## src/rtl/press_timer.sv

```systemverilog
// Per-press timeout counter: clears, counts while enabled and holds at terminal count.
module press_timer #(
    parameter int  TIMEOUT_CYCLES = 250000000,
    localparam int TW = (TIMEOUT_CYCLES > 1) ? $clog2(TIMEOUT_CYCLES) : 1
) (
    input  logic clk,
    input  logic reset,
    input  logic clear,
    input  logic en,
    output logic tc
);

    localparam logic [TW-1:0] TC_VAL = TW'(TIMEOUT_CYCLES - 1);

    logic [TW-1:0] count;

    assign tc = (count == TC_VAL);

    always_ff @(posedge clk) begin
        if (reset || clear)
            count <= '0;
        else if (en && !tc)
            count <= count + 1'b1;
    end

endmodule

```

## config.mk

```make
export PLATFORM = sky130hd
export DESIGN_NAME = press_timer
export DESIGN_NICKNAME = d
export VERILOG_FILES = /design/src/rtl/press_timer.sv
export SDC_FILE = /design/constraint.sdc
export NUM_CORES = 1
export LEC_CHECK = 0
export CELL_PAD_IN_SITES_DETAIL_PLACEMENT = 1
export CELL_PAD_IN_SITES_GLOBAL_PLACEMENT = 1
export CORE_MARGIN = 2
export CORE_UTILIZATION = 35
export DETAILED_ROUTE_END_ITERATION = 8
export GPL_TIMING_DRIVEN = 0
export PLACE_DENSITY_LB_ADDON = 0.2
export SYNTH_ARGS = -nofsm -noshare
export SYNTH_HDL_FRONTEND = slang
export SYNTH_SLANG_ARGS = --single-unit
export TNS_END_PERCENT = 100
```

## constraint.sdc

```tcl
create_clock -name clk -period 1.7 [get_ports clk]
set_input_delay 0.17 -clock clk [delete_from_list [all_inputs] [get_ports clk]]
set_output_delay 0.17 -clock clk [all_outputs]
set_load 0.01 [all_outputs]
```

==> impl_metrics.tcl, run 1 <==
set metrics [dict create \
    nNetsFinal 181 \
    cell_internal_pwr_w 0.000872 \
    hold_buffers 0 \
    initial_core_util 0.373 \
    cts_buffers 3 \
    muxShareOfSynthArea 0.00716 \
    synthCells 157 \
    drc 0 \
    synthXorXnorAreaFrac 0.144 \
    end_kind "output port" \
    synth.distinct_cells 32 \
    antenna_cells 0 \
    setup_tns_ns 0 \
    fillCellCount 458 \
    via_count 1176 \
    multi_input_area_sq_um 865 \
    synth_top_family_by_area "simple AND/OR/NAND/NOR gates" \
    maxSlewViolCount 0 \
    grt_max_degree 16 \
    finalHoldViolations 0 \
    netSwitchingPower_w 0.000231 \
    synth_seq_cells 28 \
    hpwlAfterDp_mm 2.36 \
    clk_pin_slew_ns 0.09 \
    mostFrequentLayoutCells "29 x nor2_1, 16 x xor2_1, 13 x nand4_1" \
    crit_required_ns 1.53 \
    outcome "finished clean" \
    synth_top_area_frac 0.401 \
    syn_area_per_cell_sq_um 8.90 \
    place_congestion 0.750 \
    power.density_mw_per_mm2 638 \
    largest-register "count" \
    grt_pass1_wl_mm 5.69 \
    clk_path_buf_depth 2 \
    max_freq_mhz 611 \
    p_seq_frac 0.589 \
    die_y_um 67.2 \
    dp_cells 209 \
    tightestPinTransition_ns 0.488 \
    fin_worst_skew_ns 0.00209 \
    h-tree-depth 1 \
    grt_pass1_vias 1206 \
    largest_reg_flops 28 \
    ant_nets 0 \
    placed_area_sq_mm 0.00150 \
    grt_overflow 0 \
    seqCellArea_sq_um 598 \
    final_area_sq_mm 0.00173 \
    final_cells 223 \
    reg_top3 "count x28" \
    synth_area_leaders "dfxtp_1 40%, xor2_1 10%, nor2_1 7.8%, nand4_1 5.8%, xnor2_1 4.4%" \
    p_leak_nw 0.638 \
    final_common_cell "nor2_1" \
    period_needed_ns 1.64 \
    synth_seq_area_share 0.401 \
    syn_area_sq_mm 0.00140 \
    path_max_fanout 4 \
    layout_worst_path_cycle_share 0.962 \
    area_growth_syn_to_layout_pct 23.7 \
    p_total_w 0.00110 \
    cap_violations 0 \
    power_frac_clock 0.374 \
    wl_per_cell_um 15.5 \
    max_slew_margin 0.675 \
    cts.sinks 28 \
    cts_tree "yes" \
    drive_gt1_frac 0.309 \
    synth_warnings 0 \
    synth_compound_area_frac 0.0591 \
    antenna_found_initial 0 \
    first_pass_iters 4 \
    root_buffer "clkbuf_8" \
    arrival_ns 1.47 \
    totalWireLength_mm 3.46 \
    die_w_um 67.2 \
    rows 22 \
    viasPerCell 5.27 \
    final_util 0.462 \
    vdd_ir_drop_max_v 0.000250 \
    worstHoldPathType "reg2reg" \
    io_pins 5 \
    coreArea_sq_mm 0.00374 \
    die-area_sq_mm 0.00451 \
    yosys.area_share.simple 0.360 \
    synth_top_area_cell "dfxtp_1" \
    synth_nets 162 \
    dr.first_iter.drc_count 55 \
    portBuffers 4 \
    synthAdderAreaFrac 0.00895 \
    p_comb_frac 0.038 \
    track_usage 0.169 \
    setup_viol 0 \
    worstSkewPairLatency_ns 0.27 \
    swShare 0.209 \
    worst_setup_path_start_kind "flop" \
    critPathKind "reg2out" \
]
## worst max-delay path, cell delays in order (launching register included)
cell and delay (ns):
dfxtp_4 0.37, ha_4 0.16, nand2_4 0.08, nor4_4 0.30, and2_1 0.16, buf_2 0.12
## power by group through the flow
stage / Sequential, W / Combinational, W / Clock [W]
6_report: 0.000649 / 0.0000417 / 0.000412
5_1_grt: 0.000650 / 0.0000469 / 0.000457
4_1_cts: 0.000658 / 0.0000394 / 0.000429
3_5_place_dp: 0.000674 / 0.0000360 / 0
3_3_place_gp: 0.000674 / 0.0000348 / 0
2_1_floorplan: 0.000674 / 0.0000188 / 0
## worst paths after layout
check                           startpoint         to  slack [ns]  cells past startpoint
worst max-delay path              count[1]         tc        0.06                      5
worst max register to register   count[11]   count[5]        0.09                      6
worst min-delay path             count[27]  count[27]        0.50                      2
worst min register to register   count[27]  count[27]        0.50                      2
## routing by layer
layer  track usage  routed length (um)  vias to the layer above
met5             0                   0                        -
li1              -                   -                      589
met3        0.0300                  58                        4
met2         0.298                1780                        7
met4        0.0536                  35                        0
met1         0.208                1580                      576
## per-stage QoR
step           setup slack (ns)  hold WS, ns
2_1_floorplan            0.0958        0.349
3_3_place_gp             -0.420        0.466
3_5_place_dp             -0.448        0.484
4_1_cts                 -0.0106        0.493
5_1_grt                 -0.0102        0.521
6_report                 0.0646        0.496
## layout make-up
type                            instances  share of cell area
Buffer                                  4              0.0130
Clock buffer                            4              0.0318
Inverter                                2             0.00434
Multi-Input combinational cell        122               0.500
Sequential cell                        28               0.346
Tap cell                               48              0.0347
Timing Repair Buffer                   15              0.0702
## kinds of logic after synthesis
logic type / after synthesis
AO/OA/AOI/OAI: 12
flip-flops: 28
buffers and inverters: 7
XOR/XNOR: 23
adder cells (fa/ha/maj): 1
multiplexers: 1
AND/OR/NAND/NOR: 85
## cells in the mapped netlist (all sizes together)
cell type,instances
ha,1
and3,4
a41o,1
nor4,6
nor4b,1
a31oi,1
nand4,14
xnor2,7
nand3,8
buf,1
a211oi,2
or3,2
a21oi,4
a21boi,1
nor2,30
xor2,16
dfxtp,28
mux2i,1
clkbuf,4
o21ai,2
and4,3
nand2,12
a31o,1
nor3b,1
or2,1
inv,2
nor3,1
and2,2
## what timing repair did
action | in CTS | in global routing
pin swaps | 7 | 8
setup buffers | 8 | 4
gates resized for setup | 21 | 22
endpoints found under the setup margin | 22 | 15
gates cloned | 0 | 0
Power figures use the tool's default switching activity.
==> inputs of run 2 (changes only) <==
==> constraint.sdc (replaced) <==
create_clock -name clk -period 1.42 [get_ports clk]
set_input_delay 0.142 -clock clk [delete_from_list [all_inputs] [get_ports clk]]
set_output_delay 0.142 -clock clk [all_outputs]
set_load 0.01 [all_outputs]
==> impl_metrics.tcl, run 2 (same netlist as run 1, synthesis figures left out) <==
set metrics [dict create \
    tightestPinTransition_ns 0.434 \
    worstSkewPairLatency_ns 0.29 \
    setup_tns_ns -4.30 \
    use_met2 0.447 \
    worst_setup_path_start_kind "flop" \
    viasPerCell 5.63 \
    ant_nets 0 \
    clk_pin_slew_ns 0.11 \
    reg_top3 "count x28" \
    first_pass_iters 4 \
    end_kind "output port" \
    seqCellArea_sq_um 613 \
    arrival_ns 1.55 \
    p_leak_nw 0.892 \
    portBuffers 4 \
    die_w_um 67.2 \
    critPathKind "reg2out" \
    drc 0 \
    grt_pass1_vias 1515 \
    crit_required_ns 1.28 \
    final_area_sq_mm 0.00220 \
    coreArea_sq_mm 0.00374 \
    finalHoldViolations 0 \
    drive_gt1_frac 0.569 \
    fillCellCount 419 \
    outcome "finished, violations left" \
    area_growth_syn_to_layout_pct 57.4 \
    hpwlAfterDp_mm 2.45 \
    root_buffer "clkbuf_8" \
    rows 22 \
    violations "negative setup slack" \
    max_freq_mhz 591 \
    totalWireLength_mm 5.57 \
    period_needed_ns 1.69 \
    grt_max_degree 16 \
    maxSlewViolCount 0 \
    dr.first_iter.drc_count 84 \
    max_slew_margin 0.710 \
    cp_num_cells 5 \
    cp_slowest_cell "dfxtp_4" \
    grt_util_met3 0.0383 \
    cts_tree "yes" \
    antenna_cells 0 \
    nNetsFinal 208 \
    worstHoldPathCells 2 \
    mostFrequentLayoutCells "29 x nor2_1, 29 x buf_4, 18 x dfxtp_2" \
    r2r_cells 7 \
    layout_worst_path_cycle_share 1.19 \
    slowest_delay_ns 0.39 \
    antenna_found_initial 0 \
    crit_chain "ha_4 -> nand2_4 -> nor4_4 -> and2_4 -> buf_6" \
    initial_core_util 0.373 \
    cts.sinks 28 \
    largest_reg_flops 28 \
    use_met1 0.257 \
    track_usage 0.231 \
    worstHoldPathType "reg2reg" \
    fin_worst_skew_ns 0.00388 \
    grt_overflow 0 \
    power.density_mw_per_mm2 625 \
    largest-register "count" \
    hold_buffers 0 \
    top_usage_layer "met2" \
    rsz0062_at_grt "yes" \
    die-area_sq_mm 0.00451 \
    placed_area_sq_mm 0.00153 \
    grt_pass1_wl_mm 7.62 \
    critPathBufInv 1 \
    multi_input_area_sq_mm 0.00105 \
    vdd_ir_drop_max_v 0.000348 \
    path_max_fanout 4 \
    cts_buffers 3 \
    fin_ws_ns -0.271 \
    wl_per_cell_um 22.3 \
    clk_path_buf_depth 2 \
    via_count 1407 \
    h-tree-depth 1 \
    path_delay_family "simple AND/OR/NAND/NOR gates" \
    setup_viol 28 \
    io_pins 5 \
    place_congestion 0.783 \
    cap_violations 0 \
    die_y_um 67.2 \
]
[run 2: timing repair]
action / CTS / global route
pin swaps: 20 / 21
gates resized for setup: 51 / 38
buffers inserted: 28 / 12
setup endpoints to repair: 29 / 28
[run 2: path summary, 6_finish.rpt]
path	startpoint	endpoint	slack (ns)
worst min-delay path	count[27]	count[27]	0.53
worst max register to register	count[0]	count[23]	-0.26
worst min register to register	count[27]	count[27]	0.53
worst max-delay path	count[1]	tc	-0.27
[run 2: metal layers]
| metal | up-vias | routed length, um |
|---|---|---|
| met5 | - | 0 |
| met4 | 0 | 167 |
| met3 | 17 | 201 |
| met2 | 41 | 2970 |
| met1 | 705 | 2230 |
| li1 | 644 | - |
[run 2: final cells by class]
type,count,share of cell area
multi-input combinational,122,0.480
clock buffer,4,0.0250
tap,48,0.0273
inverter,2,0.00341
timing repair buffer,44,0.181
buffer,2,0.00455
sequential,28,0.279
[run 2: worst min-delay path: cells and delay by family (launching register included)]
family / cells / cell delay, ns
flops: 1 / 0.36
simple gates: 1 / 0.07
mux: 1 / 0.06
[run 2: metrics by stage]
stage / hold slack, ns / util / power [W] / std cells / setup WS, ns
after detailed placement: 0.480 / 0.409 / 0.000850 / 209 / -0.658
after floorplan: 0.321 / - / 0.000829 / 157 / -0.0423
after global routing: 0.558 / 0.588 / 0.00140 / 250 / -0.307
final: 0.527 / 0.588 / 0.00138 / 250 / -0.271
after CTS: 0.489 / 0.528 / 0.00135 / 241 / -0.242
after global placement: 0.469 / 0.409 / 0.000849 / 209 / -0.592
[run 2: power by group]
part           internal, W  switching [W]  leakage (nW)
clock network     0.000250       0.000284        0.0288
logic            0.0000268      0.0000402         0.622
registers         0.000771     0.00000240         0.241
total              0.00105       0.000327         0.892
==> inputs of run 3 (changes only) <==
--- a/config.mk
+++ b/config.mk
@@ -12,6 +12,7 @@
 export DETAILED_ROUTE_END_ITERATION = 8
 export GPL_TIMING_DRIVEN = 0
 export PLACE_DENSITY_LB_ADDON = 0.2
+export REMOVE_ABC_BUFFERS = 1
 export SYNTH_ARGS = -nofsm -noshare
 export SYNTH_HDL_FRONTEND = slang
 export SYNTH_SLANG_ARGS = --single-unit
==> impl_metrics.tcl, run 3 (same netlist as run 1, synthesis figures left out) <==
set metrics [dict create \
    hpwlAfterDp_mm 2.25 \
    crit_chain "nor4b_2 -> and4_4 -> buf_6 -> a21boi_4 -> buf_4 -> xnor2_2 -> nor2_1" \
    cts_buffers 3 \
    mostFrequentLayoutCells "27 x nor2_1, 19 x dfxtp_2, 17 x buf_4" \
    outcome "finished, violations left" \
    clk_pin_slew_ns 0.11 \
    p_total_w 0.00149 \
    rsz0062_at_grt "yes" \
    worst_setup_path_start_kind "flop" \
    portBuffers 4 \
    grt_overflow 0 \
    final_util 0.533 \
    placed_area_sq_mm 0.00148 \
    worstSkewPairLatency_ns 0.29 \
    die_w_um 67.2 \
    end_kind "flop" \
    worstHoldPathType "in2reg" \
    fin_worst_skew_ns 0.0102 \
    totalWireLength_mm 4.33 \
    place_congestion 0.710 \
    crit_required_ns 1.58 \
    rows 22 \
    layout_worst_path_cycle_share 1.15 \
    final_common_cell "nor2_1" \
    antenna_found_initial 0 \
    arrival_ns 1.79 \
    track_usage 0.196 \
    die_y_um 67.2 \
    first_pass_iters 4 \
    path_max_fanout 6 \
    fin_ws_ns -0.219 \
    maxSlewViolCount 0 \
    largest-register "count" \
    setup_viol 26 \
    period_needed_ns 1.64 \
    vdd_ir_drop_max_v 0.000362 \
    hold_buffers 0 \
    h-tree-depth 1 \
    max_freq_mhz 610 \
    dr.first_iter.drc_count 59 \
    max_slew_margin 0.639 \
    antenna_cells 0 \
    critPathKind "reg2reg" \
    reg_top3 "count x28" \
    root_buffer "clkbuf_8" \
    cp_slowest_cell "dfxtp_2" \
    tightestPinTransition_ns 0.542 \
    violations "negative setup slack" \
    wl_per_cell_um 18.6 \
    initial_core_util 0.373 \
    final_area_sq_mm 0.00200 \
    cts_tree "yes" \
    fillCellCount 424 \
    nNetsFinal 191 \
    power.density_mw_per_mm2 747 \
    slowest_delay_ns 0.39 \
    grt_max_degree 27 \
    ant_nets 0 \
    grt_pass1_vias 1345 \
    viasPerCell 5.42 \
    finalHoldViolations 0 \
    io_pins 5 \
    critPathBufInv 2 \
    path_delay_family "simple AND/OR/NAND/NOR gates" \
    largest_reg_flops 28 \
    clk_path_buf_depth 2 \
    grt_pass1_wl_mm 6.53 \
    cap_violations 0 \
    area_growth_syn_to_layout_pct 42.8 \
    drive_gt1_frac 0.481 \
    p_leak_nw 0.772 \
    coreArea_sq_mm 0.00374 \
    drc 0 \
    via_count 1263 \
    cts.sinks 28 \
    place_ws_ns -0.694 \
    die-area_sq_mm 0.00451 \
]
run 3: power breakdown:
group,internal (W),switching (W),leakage [nW]
sequential,0.000777,0.00000224,0.239
combinational,0.0000243,0.0000341,0.497
clock,0.000378,0.000274,0.0357
run 3: what timing repair did:
item	CTS	global route
cloned	0	0
pin swaps	16	14
gates resized for setup	57	24
buffers inserted	20	5
setup endpoints to repair	28	29
run 3: final cells by class:
cell class	instances	area (sq um)	area share
Clock inverter	1	30.0	0.0150
Tap cell	48	60.1	0.0301
Inverter	2	7.51	0.00376
Multi-Input combinational cell	122	983	0.493
Clock buffer	3	41.3	0.0207
Timing Repair Buffer	29	270	0.135
Sequential cell	28	603	0.302
run 3: path summary, 6_finish.rpt:
path,depth (start not counted),end,startpoint,slack [ns]
min,4,count[12],en,0.50
min reg2reg,2,count[27],count[27],0.51
max,7,count[0],count[7],-0.22
max reg2reg,7,count[0],count[7],-0.22
run 3: worst min-delay path, stage by stage:
cell	delay, ns
dlygate4sd2_1	0.35
nand2_1	0.12
xor2_1	0.06
nor2_1	0.07
run 3: routing by layer:
layer	wire [um]	track usage
met3	71	0.0267
met4	131	0.0816
met1	1900	0.237
met5	0	0
met2	2220	0.349
run 3: stage by stage:
step / TNS, ns / hold slack (ns) / std cells
floorplan: -1.99 / 0.321 / 152
global placement: -10.68 / 0.467 / 204
detailed placement: -11.44 / 0.486 / 204
CTS: -2.19 / 0.459 / 228
global route: -5.35 / 0.522 / 233
finish: -3.04 / 0.504 / 233
